`config.mk`:
```
export PLATFORM = sky130hd
export DESIGN_NAME = pixel_packer
export DESIGN_NICKNAME = d
export VERILOG_FILES = /design/src/rtl/pixel_pkg.sv /design/src/rtl/sat_counter.sv /design/src/rtl/pixel_packer.sv
export SDC_FILE = /design/constraint.sdc
export NUM_CORES = 1
export LEC_CHECK = 0
export ABC_AREA = 1
export BUFFER_PORTS_ARGS = -buffer_cell sky130_fd_sc_hd__buf_4
export CAP_MARGIN = 10
export CELL_PAD_IN_SITES_DETAIL_PLACEMENT = 1
export CELL_PAD_IN_SITES_GLOBAL_PLACEMENT = 2
export CORE_ASPECT_RATIO = 1.2
export CORE_UTILIZATION = 32
export DETAILED_ROUTE_END_ITERATION = 7
export GPL_TIMING_DRIVEN = 0
export PLACE_DENSITY_LB_ADDON = 0.1
export SLEW_MARGIN = 20
export SYNTH_ARGS = -nofsm -noshare
export SYNTH_HDL_FRONTEND = slang
export SYNTH_HIERARCHICAL = 1
export SYNTH_SLANG_ARGS = --single-unit
```
`constraint.sdc`:
```
create_clock -name i_clock -period 3.5 [get_ports i_clock]
set_input_delay 0.525 -clock i_clock [delete_from_list [all_inputs] [get_ports i_clock]]
set_output_delay 0.525 -clock i_clock [all_outputs]
set_load 0.01 [all_outputs]
```
`src/rtl/pixel_pkg.sv`:
```
// -----------------------------------------------------------------------------
// pixel_pkg
// Shared definitions for the pixel packer:
//   - pack_state_e     : packer state (PACK while collecting pixels, FLUSH while
//                        draining a partial word)
//   - PACK_MODE_*      : encodings of the PACK_MODE parameter
//   - DEFAULT_*_WIDTH  : default pixel and FIFO word widths
//   - pixel_slot_bits  : buffer bits one accepted pixel occupies in a mode
// -----------------------------------------------------------------------------
package pixel_pkg;

    typedef enum logic {
        PACK  = 1'b0,
        FLUSH = 1'b1
    } pack_state_e;

    // One zero-extended pixel per FIFO word.
    localparam int PACK_MODE_WORD  = 0;
    // Dense LSB-first bitstream; pixels may straddle word boundaries.
    localparam int PACK_MODE_DENSE = 1;

    localparam int DEFAULT_PIXEL_WIDTH = 24;
    localparam int DEFAULT_WORD_WIDTH  = 32;

    // In word mode a pixel is widened to a full word before it enters the
    // buffer, so it consumes WORD_WIDTH bits of fill.
    function automatic int pixel_slot_bits(input int pack_mode,
                                           input int pixel_width,
                                           input int word_width);
        return (pack_mode == PACK_MODE_WORD) ? word_width : pixel_width;
    endfunction

endpackage

```
`src/rtl/sat_counter.sv`:
```
// -----------------------------------------------------------------------------
// sat_counter
// Up-counter that sticks at its all-ones value instead of wrapping.
//   clk_i   : clock, rising edge
//   clr_i   : synchronous clear, wins over inc_i
//   inc_i   : add one on this edge unless already saturated
//   count_o : current count
// -----------------------------------------------------------------------------
module sat_counter #(
    parameter int WIDTH = 16
) (
    input  logic             clk_i,
    input  logic             clr_i,
    input  logic             inc_i,
    output logic [WIDTH-1:0] count_o
);

    logic [WIDTH-1:0] count_q;
    logic [WIDTH-1:0] count_d;

    always_comb begin
        count_d = count_q;
        if (clr_i) begin
            count_d = '0;
        end else if (inc_i && (count_q != '1)) begin
            count_d = count_q + WIDTH'(1);
        end
    end

    always_ff @(posedge clk_i) begin
        count_q <= count_d;
    end

    assign count_o = count_q;

endmodule

```
`src/rtl/pixel_packer.sv`:
```
// -----------------------------------------------------------------------------
// pixel_packer
// Packs a stream of receiver pixels into FIFO words. In dense mode pixels are
// concatenated LSB-first into a continuous bitstream; in word mode every pixel
// gets its own zero-extended word. The source has no backpressure, so pixels
// that do not fit while the FIFO is full are dropped and counted.
//
// Ports
//   i_clock         : single clock, rising edge
//   i_reset         : synchronous active-high reset, highest priority
//   i_pixelData     : pixel from the receiver
//   i_pixelValid    : pixel qualifier, sampled every edge
//   i_flush         : pulse; emit any partial word, zero-padded
//   i_clearOverflow : clears the sticky overflow flag (not the drop count)
//   i_fifoFull      : FIFO full, asserted with at least one word of margin
//   o_fifoData      : packed word, holds its value between strobes
//   o_dataValid     : one-cycle write strobe for o_fifoData
//   o_overflow      : sticky, a pixel was dropped
//   o_dropCount     : saturating count of dropped pixels
//   o_busy          : buffer holds data or a flush is still pending
// -----------------------------------------------------------------------------
module pixel_packer
    import pixel_pkg::*;
#(
    parameter int PIXEL_WIDTH    = DEFAULT_PIXEL_WIDTH,
    parameter int WORD_WIDTH     = DEFAULT_WORD_WIDTH,
    parameter int PACK_MODE      = PACK_MODE_DENSE,
    parameter int DROP_CNT_WIDTH = 16
) (
    input  logic                      i_clock,
    input  logic                      i_reset,
    input  logic [PIXEL_WIDTH-1:0]    i_pixelData,
    input  logic                      i_pixelValid,
    input  logic                      i_flush,
    input  logic                      i_clearOverflow,
    input  logic                      i_fifoFull,
    output logic [WORD_WIDTH-1:0]     o_fifoData,
    output logic                      o_dataValid,
    output logic                      o_overflow,
    output logic [DROP_CNT_WIDTH-1:0] o_dropCount,
    output logic                      o_busy
);

    // The buffer holds one full word plus one pixel, so a pixel can always be
    // appended while a complete word waits for the FIFO.
    localparam int BUF_WIDTH  = WORD_WIDTH + PIXEL_WIDTH;
    localparam int FILL_WIDTH = $clog2(BUF_WIDTH + 1);
    localparam int FILL_EXT   = FILL_WIDTH + 1;
    localparam int SLOT_BITS  = pixel_slot_bits(PACK_MODE, PIXEL_WIDTH, WORD_WIDTH);

    localparam logic [FILL_WIDTH-1:0] WORD_FILL = FILL_WIDTH'(WORD_WIDTH);
    localparam logic [FILL_WIDTH-1:0] SLOT_FILL = FILL_WIDTH'(SLOT_BITS);
    localparam logic [FILL_EXT-1:0]   BUF_LIMIT = FILL_EXT'(BUF_WIDTH);

    // Mask keeping only the n valid low bits of an outgoing word; for n at or
    // above the word width the shift empties and the mask is all ones.
    function automatic logic [WORD_WIDTH-1:0] low_mask(input logic [FILL_WIDTH-1:0] n);
        return ~({WORD_WIDTH{1'b1}} << n);
    endfunction

    pack_state_e           state_q,    state_d;
    logic [BUF_WIDTH-1:0]  buf_q,      buf_d;
    logic [FILL_WIDTH-1:0] fill_q,     fill_d;
    logic [WORD_WIDTH-1:0] data_q,     data_d;
    logic                  valid_q,    valid_d;
    logic                  overflow_q, overflow_d;
    logic                  busy_q,     busy_d;

    logic                  word_ready;
    logic                  pop;
    logic                  accept;
    logic                  drop;
    logic [BUF_WIDTH-1:0]  buf_pop;
    logic [FILL_WIDTH-1:0] fill_pop;
    logic [FILL_EXT-1:0]   fill_need;

    always_comb begin
        // NOTE: every signal driven here gets a default first, so no path
        // through the block leaves one unassigned and no latch is inferred.
        state_d    = state_q;
        buf_d      = buf_q;
        fill_d     = fill_q;
        data_d     = data_q;
        valid_d    = 1'b0;
        overflow_d = overflow_q;
        busy_d     = 1'b0;
        buf_pop    = buf_q;
        fill_pop   = fill_q;
        accept     = 1'b0;
        drop       = 1'b0;
        fill_need  = '0;

        // Stage 1: pop a word if one is ready and the FIFO can take it.
        word_ready = (fill_q >= WORD_FILL) || ((state_q == FLUSH) && (fill_q != '0));
        pop        = word_ready && !i_fifoFull;

        if (pop) begin
            data_d   = buf_q[WORD_WIDTH-1:0] & low_mask(fill_q);
            valid_d  = 1'b1;
            buf_pop  = buf_q >> WORD_WIDTH;
            fill_pop = (fill_q >= WORD_FILL) ? (fill_q - WORD_FILL) : '0;
        end

        // Stage 2: append the incoming pixel at the post-pop fill level.
        // Pixels are only taken while packing; in FLUSH they are dropped so
        // the drained word cannot grow behind the flush.
        fill_need = {1'b0, fill_pop} + {1'b0, SLOT_FILL};
        accept    = i_pixelValid && (state_q == PACK) && (fill_need <= BUF_LIMIT);
        drop      = i_pixelValid && !accept;

        buf_d  = buf_pop;
        fill_d = fill_pop;
        if (accept) begin
            buf_d  = buf_pop | (BUF_WIDTH'(i_pixelData) << fill_pop);
            fill_d = fill_pop + SLOT_FILL;
        end

        // A drop on the same edge as a clear leaves the flag set.
        if (drop) begin
            overflow_d = 1'b1;
        end else if (i_clearOverflow) begin
            overflow_d = 1'b0;
        end

        // A pixel arriving with the flush pulse was appended above, so it is
        // part of the flushed data. Nothing is appended in FLUSH, so the
        // post-pop fill level alone says whether draining is done.
        unique case (state_q)
            PACK:    if (i_flush)         state_d = FLUSH;
            FLUSH:   if (fill_pop == '0)  state_d = PACK;
            default:                      state_d = PACK;
        endcase

        busy_d = (fill_d != '0) || (state_d == FLUSH);
    end

    always_ff @(posedge i_clock) begin
        // NOTE: non-blocking assignments, so every register here samples the
        // values from before this edge regardless of statement order.
        if (i_reset) begin
            // NOTE: the buffer is a plain register and is cleared here on
            // purpose: packing ORs pixels in and relies on every bit above
            // the fill level being zero.
            state_q    <= PACK;
            buf_q      <= '0;
            fill_q     <= '0;
            data_q     <= '0;
            valid_q    <= 1'b0;
            overflow_q <= 1'b0;
            busy_q     <= 1'b0;
        end else begin
            state_q    <= state_d;
            buf_q      <= buf_d;
            fill_q     <= fill_d;
            data_q     <= data_d;
            valid_q    <= valid_d;
            overflow_q <= overflow_d;
            busy_q     <= busy_d;
        end
    end

    // Reset doubles as the counter clear so drops and reset share one edge.
    sat_counter #(
        .WIDTH (DROP_CNT_WIDTH)
    ) u_drop_cnt (
        .clk_i   (i_clock),
        .clr_i   (i_reset),
        .inc_i   (drop),
        .count_o (o_dropCount)
    );

    assign o_fifoData  = data_q;
    assign o_dataValid = valid_q;
    assign o_overflow  = overflow_q;
    assign o_busy      = busy_q;

endmodule

```
==> results of run 1 <==
cells in the final DEF, fill, tap and decap left out, types with 14 or more instances in the layout:
cell type                   synthesis  final
sky130_fd_sc_hd__o21ai_0           46     46
sky130_fd_sc_hd__clkbuf_16          0     17
sky130_fd_sc_hd__dfxtp_1          114    113
sky130_fd_sc_hd__nand4_1           15     15
sky130_fd_sc_hd__nor2_1            90     89
sky130_fd_sc_hd__buf_4              5     86
sky130_fd_sc_hd__o21ai_1           21     21
sky130_fd_sc_hd__inv_1             64     64
sky130_fd_sc_hd__a32o_1            14     14
sky130_fd_sc_hd__nor2_2            15     16
sky130_fd_sc_hd__a21oi_1           47     47
sky130_fd_sc_hd__clkbuf_1          23     25
sky130_fd_sc_hd__nand2_1          333    333
sky130_fd_sc_hd__nand3_1          174    174
through the flow:
step | total power, mW | utilization | cell area, sq um | instances | hold slack, ps
after global placement | 4.15 | 0.372 | 7790 | 1418 | 439
after global routing | 6.27 | 0.401 | 8410 | 1450 | 438
final | 5.96 | 0.401 | 8410 | 1450 | 433
after detailed placement | 4.17 | 0.372 | 7790 | 1418 | 445
after CTS | 5.97 | 0.400 | 8390 | 1449 | 422
after floorplan | 3.24 | - | 6850 | 1068 | 426
Yosys cell counts, types with 2 or more instances:
cell and count:
sky130_fd_sc_hd__o21ai_0 46, sky130_fd_sc_hd__ha_1 2, sky130_fd_sc_hd__clkinv_1 6, sky130_fd_sc_hd__nor2_4 4, sky130_fd_sc_hd__nor2_2 15, sky130_fd_sc_hd__nand2_2 8
sky130_fd_sc_hd__buf_2 12, sky130_fd_sc_hd__nand3_4 2, sky130_fd_sc_hd__mux2i_1 5, sky130_fd_sc_hd__nor2_8 2, sky130_fd_sc_hd__o21ai_2 4, sky130_fd_sc_hd__inv_1 64
sky130_fd_sc_hd__nand3_1 174, sky130_fd_sc_hd__a21oi_1 47, sky130_fd_sc_hd__a22oi_1 2, sky130_fd_sc_hd__nor2_1 90, sky130_fd_sc_hd__nand2_4 3, sky130_fd_sc_hd__dfxtp_1 114
sky130_fd_sc_hd__buf_1 4, sky130_fd_sc_hd__a32o_1 14, sky130_fd_sc_hd__o21ai_1 21, sky130_fd_sc_hd__inv_2 7, sky130_fd_sc_hd__nand4_1 15, sky130_fd_sc_hd__a31oi_1 12
sky130_fd_sc_hd__o211ai_1 9, sky130_fd_sc_hd__buf_4 5, sky130_fd_sc_hd__nand3_2 3, sky130_fd_sc_hd__nand2_1 333, sky130_fd_sc_hd__buf_6 10, sky130_fd_sc_hd__clkbuf_1 23
worst paths after layout:
check,depth (start not counted),endpoint,start
hold reg to reg,2,buf_q[43],buf_q[43]
hold / removal,3,o_overflow,i_clearOverflow
setup / recovery,19,u_drop_cnt/count_o[13],fill_q[1]
setup reg to reg,19,u_drop_cnt/count_o[13],fill_q[1]
sequential cells by signal (all words and copies together) (netlist names):
| register | flops |
|---|---|
| buf_q | 56 |
| u_drop_cnt/count_o | 16 |
| o_overflow | 1 |
| o_busy | 1 |
| fill_q | 6 |
| state_q | 1 |
| o_fifoData | 32 |
| o_dataValid | 1 |
layer usage:
layer  global-route usage  up-vias
met2                0.486      218
met4                0.146        0
li1                     -     3741
met3               0.0509       65
met5                    0        -
met1                0.314     3524
what timing repair did:
item	in CTS	in global routing
hold buffers	0	0
buffers inserted	0	1
endpoints found under the setup margin	0	6
resized for setup	0	6
worst max-delay path, cell delays in order, from the launching register on:
cell and delay [ps]:
sky130_fd_sc_hd__dfxtp_1 300, sky130_fd_sc_hd__buf_4 180, sky130_fd_sc_hd__nor2_4 210, sky130_fd_sc_hd__nand3_2 110
sky130_fd_sc_hd__nand3_4 110, sky130_fd_sc_hd__nand2_2 160, sky130_fd_sc_hd__buf_6 210, sky130_fd_sc_hd__ha_1 310
sky130_fd_sc_hd__o21ai_2 70, sky130_fd_sc_hd__nand3_1 130, sky130_fd_sc_hd__nand2_4 130, sky130_fd_sc_hd__buf_6 180
sky130_fd_sc_hd__nor2_2 140, sky130_fd_sc_hd__clkbuf_4 230, sky130_fd_sc_hd__nand3_1 100, sky130_fd_sc_hd__or2_0 210
sky130_fd_sc_hd__nor2_1 150, sky130_fd_sc_hd__nand3_1 90, sky130_fd_sc_hd__nand2_1 70, sky130_fd_sc_hd__nor2_1 30
area by class of cell:
| type | instances | area (sq um) |
|---|---|---|
| Buffer | 56 | 348 |
| Clock buffer | 21 | 460 |
| Clock inverter | 10 | 134 |
| Fill cell | 2726 | 12600 |
| Inverter | 79 | 300 |
| Multi-Input combinational cell | 819 | 3940 |
| Sequential cell | 114 | 2280 |
| Tap cell | 270 | 338 |
| Timing Repair Buffer | 81 | 608 |
where the power goes:
group	switching (mW)	leakage [nW]	total [mW]	internal [mW]
combinational	1.72	2.54	2.41	0.691
sequential	0.222	0.927	1.77	1.55
clock	0.622	0.289	1.77	1.15
total	2.57	3.75	5.96	3.39
kinds of logic (layout without fill, tap and decap cells):
kind of cell,after synthesis,after routing,share of synthesized area
AND/OR/NAND/NOR,656,656,0.430
AO/OA/AOI/OAI,156,156,0.133
buffers and inverters,135,247,0.0933
flip-flops,114,114,0.333
multiplexers,5,5,0.00730
adder cells (fa/ha/maj),2,2,0.00365
==> impl_metrics.yaml, run 1 <==
status:
  outcome: "complete, no violations"
global_route:
  wire_length_of_the_first_global_routing_pass_mm: 44.5
  globalRouteOverflowTotal: 0
  grt_util_all_layers: 0.276
  grt_max_degree: 17
  vias_in_the_first_global_route: 7525
  antenna_found_initial: 0
finish:
  finish.net_count: 1200
  area_growth_from_synthesis_to_layout_pct: 22.7
  insertedDiodeCount: 0
  fraction_of_final_layout_cells_sized_beyond_drive_strength_1: 0.164
hold_path:
  hold_path_class: "in2reg"
power_and_ir_drop:
  worst_ir_drop_vdd_mv: 0.356
  power.density_cell_area_nw_per_um2: 708
  total_leakage_power_nw: 3.75
clock_tree:
  clock_transition_at_the_registers_of_the_reported_paths_ps: 60
  ctsLongestPathBuffers: 2
  cts_sinks: 114
  htree_levels: 4
  buffer_type_at_the_clock_tree_root: "sky130_fd_sc_hd__clkbuf_16"
  later_pin_clock_latency_in_the_skew_report_ps: 430
  cts_bufs_inserted: 17
  cts_tree: "done"
placement:
  dp.final_hpwl_mm: 24.2
  gpl.final_weighted_congestion: 0.952
  port_buffers: 80
  worst_case_setup_slack_after_placement_ps: -24.3
floorplanning:
  floorplan.die_area_sq_um: 22000
  initial_core_util: 0.327
  die_width_um: 136
  ioPinCount: 81
  core_region_area_sq_um: 21000
  die_height_um: 162
  num_rows: 58
worst_setup_path:
  critical_path_fanout_max: 10
  cp_data_required_time_ps: 3810
  start_kind: "register"
  worst_path_class_setup: "reg2reg"
  crit_arrival_ps: 3580
  cp-end-kind: "register"
  r2r_setup_slack_ps: 230
timing:
  final_period_util: 0.934
  finalWorstSetupSlack_ps: 229
  fin_tns_setup_ps: 0
  rsz0062_at_grt: "no"
  report.final.slew_viol_count: 0
  hold_viol_final: 0
  setup_viol: 0
  worst_pin_slew_ps: 716
  skew_ps: 16.6
  period_minus_slack_ps: 3270
  timing.max_slew.rel_slack: 0.522
  fmaxAchievable_mhz: 306
route:
  met3WireLength_mm: 1.11
  drcViolationCount: 0
  drt_iter0_drc: 466
  routed_wirelength_mm: 29.2
  antenna_left: 0
  num_vias: 7548
  detailroute.wirelength.met2_mm: 14.6
  routedWlPerCell_um: 20.2
  met1_length_mm: 12.1
  drt_first_pass_iters: 5
  viasPerCell: 5.21
  top_signal_layer_used: "met4"
yosys:
  syn-num-nets: 1100
  part_of_the_yosys_area_used_for_sequential_elements: 0.333
  area_leader_netlist: "sky130_fd_sc_hd__dfxtp_1"
  post-synth-top-area-fraction: 0.333
  count_of_flip_flops_with_a_built_in_enable_after_synthesis: 0
  synth_top_cells_by_area: "sky130_fd_sc_hd__dfxtp_1, sky130_fd_sc_hd__nand2_1, sky130_fd_sc_hd__nand3_1, sky130_fd_sc_hd__nor2_1, sky130_fd_sc_hd__inv_1"
  postSynthAreaPerCell_sq_um: 6.42
  postSynthCellCount: 1068
  yosys.cell_types.count: 42
  postSynth.asyncResetShare: 0
  synth_top_flop_cell: "sky130_fd_sc_hd__dfxtp_1"
  ys_seq_elements: 114
  ys_warn_count: 6
  syn-cell-area_sq_um: 6850
flow_run:
  drv.max_cap_violation_count: 0
Power figures use the tool's default switching activity.
==> inputs of run 2 (changes only) <==
ABC_AREA = 0   (was 1)
CORE_UTILIZATION = 35   (was 32)
==> impl_metrics.yaml, run 2 <==
status:
  outcome: "complete, no violations"
yosys:
  area_leader_netlist: "sky130_fd_sc_hd__dfxtp_1"
  syn-num-nets: 909
  postSynthAreaPerCell_sq_um: 7.78
  synth_top_cells_by_area: "sky130_fd_sc_hd__dfxtp_1, sky130_fd_sc_hd__nand2_1, sky130_fd_sc_hd__mux2i_1, sky130_fd_sc_hd__a21oi_1, sky130_fd_sc_hd__o21ai_0"
  post-synth-top-area-fraction: 0.335
  count_of_flip_flops_with_a_built_in_enable_after_synthesis: 0
  leading_cell_types_by_count_after_synthesis: "sky130_fd_sc_hd__dfxtp_1, sky130_fd_sc_hd__nand2_1, sky130_fd_sc_hd__nor2_1"
  part_of_the_yosys_area_used_for_sequential_elements: 0.335
  ys_seq_elements: 114
  ys_warn_count: 6
  synth_top_flop_cell: "sky130_fd_sc_hd__dfxtp_1"
  yosys.cell_count.top_type: "sky130_fd_sc_hd__dfxtp_1"
  syn-cell-area_sq_um: 6820
  postSynthCellCount: 877
  postSynth.asyncResetShare: 0
  yosys.cell_types.count: 78
finish:
  final_common_cell: "sky130_fd_sc_hd__dfxtp_1"
  area_growth_from_synthesis_to_layout_pct: 24.5
  registers.top_by_ff_count: "buf_q"
  final_cell_mix: "sky130_fd_sc_hd__dfxtp_1, sky130_fd_sc_hd__nand2_1, sky130_fd_sc_hd__buf_4"
  fill_cells: 2368
  fraction_of_final_layout_cells_sized_beyond_drive_strength_1: 0.182
  largest_register_ffs: 56
  multiInputGateArea_sq_um: 4240
  register_area_sq_um: 2280
  insertedDiodeCount: 0
  finish.net_count: 1011
global_route:
  top_usage_layer: "met2"
  groute.layer.met2.usage: 0.547
  vias_in_the_first_global_route: 7559
  grt_max_degree: 17
  grt_util_met3: 0.0481
  fraction_of_met1_tracks_used_by_global_routing: 0.405
  grt_util_all_layers: 0.327
  globalRouteOverflowTotal: 0
  antenna_found_initial: 0
  wire_length_of_the_first_global_routing_pass_mm: 48.1
clock_tree:
  htree_levels: 4
  cts_tree: "done"
  hold_buffers: 0
  cts_bufs_inserted: 17
  clock_transition_at_the_registers_of_the_reported_paths_ps: 60
  ctsLongestPathBuffers: 2
  later_pin_clock_latency_in_the_skew_report_ps: 430
  buffer_type_at_the_clock_tree_root: "sky130_fd_sc_hd__clkbuf_16"
  cts_sinks: 114
route:
  drt_first_pass_iters: 5
  routedWlPerCell_um: 25.8
  routed_wirelength_mm: 32.1
  num_vias: 7803
  drcViolationCount: 0
  viasPerCell: 6.25
  drt_iter0_drc: 537
  antenna_left: 0
floorplanning:
  floorplan.die_area_sq_um: 20100
  num_rows: 55
  die_height_um: 155
  die_width_um: 129
  initial_core_util: 0.359
  ioPinCount: 81
  core_region_area_sq_um: 19000
power_and_ir_drop:
  total_leakage_power_nw: 3.09
  worst_ir_drop_vdd_mv: 0.293
  power.density_cell_area_nw_per_um2: 474
worst_setup_path:
  cp-end-kind: "register"
  start_kind: "register"
  worst_path_class_setup: "reg2reg"
  critical_path_fanout_max: 10
  cp_data_required_time_ps: 3790
  crit_arrival_ps: 3680
timing:
  finalWorstSetupSlack_ps: 111
  final_period_util: 0.968
  worst_pin_slew_ps: 1040
  period_minus_slack_ps: 3390
  hold_viol_final: 0
  timing.max_slew.rel_slack: 0.292
  skew_ps: 9.07
  fin_tns_setup_ps: 0
  setup_viol: 0
  rsz0062_at_grt: "yes"
  fmaxAchievable_mhz: 295
  report.final.slew_viol_count: 0
placement:
  gpl.final_weighted_congestion: 0.980
  dp.final_hpwl_mm: 24.4
  worst_case_setup_slack_after_placement_ps: -1320
  port_buffers: 79
flow_run:
  drv.max_cap_violation_count: 0
hold_path:
  hold_path_class: "in2reg"
==> run 2: final timing paths <==
path	endpoint	slack (ps)	cells past startpoint	start
max	buf_q[33]	110	14	fill_q[5]
min	o_overflow	400	3	i_pixelValid
max reg2reg	buf_q[33]	110	14	fill_q[5]
min reg2reg	o_fifoData[19]	430	2	o_fifoData[19]
==> run 2: layer usage <==
| metal | routed length [um] | up-vias |
|---|---|---|
| met1 | 12900 | 3800 |
| met3 | 2200 | 95 |
| met4 | 1550 | 0 |
| met2 | 15500 | 370 |
| li1 | - | 3538 |
| met5 | 0 | - |
==> run 2: critical path, stage by stage, from the launching register on <==
cell	delay, ps
sky130_fd_sc_hd__dfxtp_1	310
sky130_fd_sc_hd__buf_6	140
sky130_fd_sc_hd__or3b_1	360
sky130_fd_sc_hd__buf_2	170
sky130_fd_sc_hd__buf_4	200
sky130_fd_sc_hd__and2_1	240
sky130_fd_sc_hd__inv_4	150
sky130_fd_sc_hd__ha_4	180
sky130_fd_sc_hd__a21oi_1	90
sky130_fd_sc_hd__and4b_1	310
sky130_fd_sc_hd__nand2b_1	100
sky130_fd_sc_hd__buf_1	430
sky130_fd_sc_hd__nor2_1	150
sky130_fd_sc_hd__a222oi_1	340
sky130_fd_sc_hd__o21ai_1	100
==> run 2: timing repair <==
item	CTS	global route
setup buffers	3	0
setup endpoints to repair	75	44
gates resized for setup	16	19
pin swaps	3	1
==> run 2: through the flow <==
stage               cells   util  area, sq um  hold slack (ps)  total power, mW
CTS                  1248  0.445         8450              397             4.01
global placement     1212  0.407         7730              428             2.17
floorplan             877      -         6820              425             1.87
finish               1248  0.447         8490              399             4.03
global route         1248  0.447         8490              412             4.15
detailed placement   1213  0.409         7770              430             2.18
==> run 2: cells by family (layout without fill, tap and decap cells) <==
kind of cell,count (synthesis),count (layout),share of synthesized area
AOI/OAI and AO/OA,301,301,0.304
DFF,114,114,0.335
adders and majority gates,2,2,0.00367
and+or+nand+nor,321,321,0.231
buffers and inverters,94,209,0.0576
muxes,43,43,0.0662
xor gates and xnor gates,2,2,0.00257
==> run 2: final cells by class <==
type	count	share of cell area
Sequential cell	114	0.269
Timing Repair Buffer	83	0.0731
Buffer	74	0.0392
Clock inverter	13	0.0187
Inverter	20	0.00972
Clock buffer	19	0.0533
Multi-Input combinational cell	669	0.500
Tap cell	256	0.0377
==> run 2: power by group <==
group	switching, mW	leakage (nW)	internal, mW	total (mW)
Clock	0.658	0.295	1.15	1.81
Combinational	0.550	1.87	0.253	0.802
Sequential	0.0491	0.924	1.36	1.41
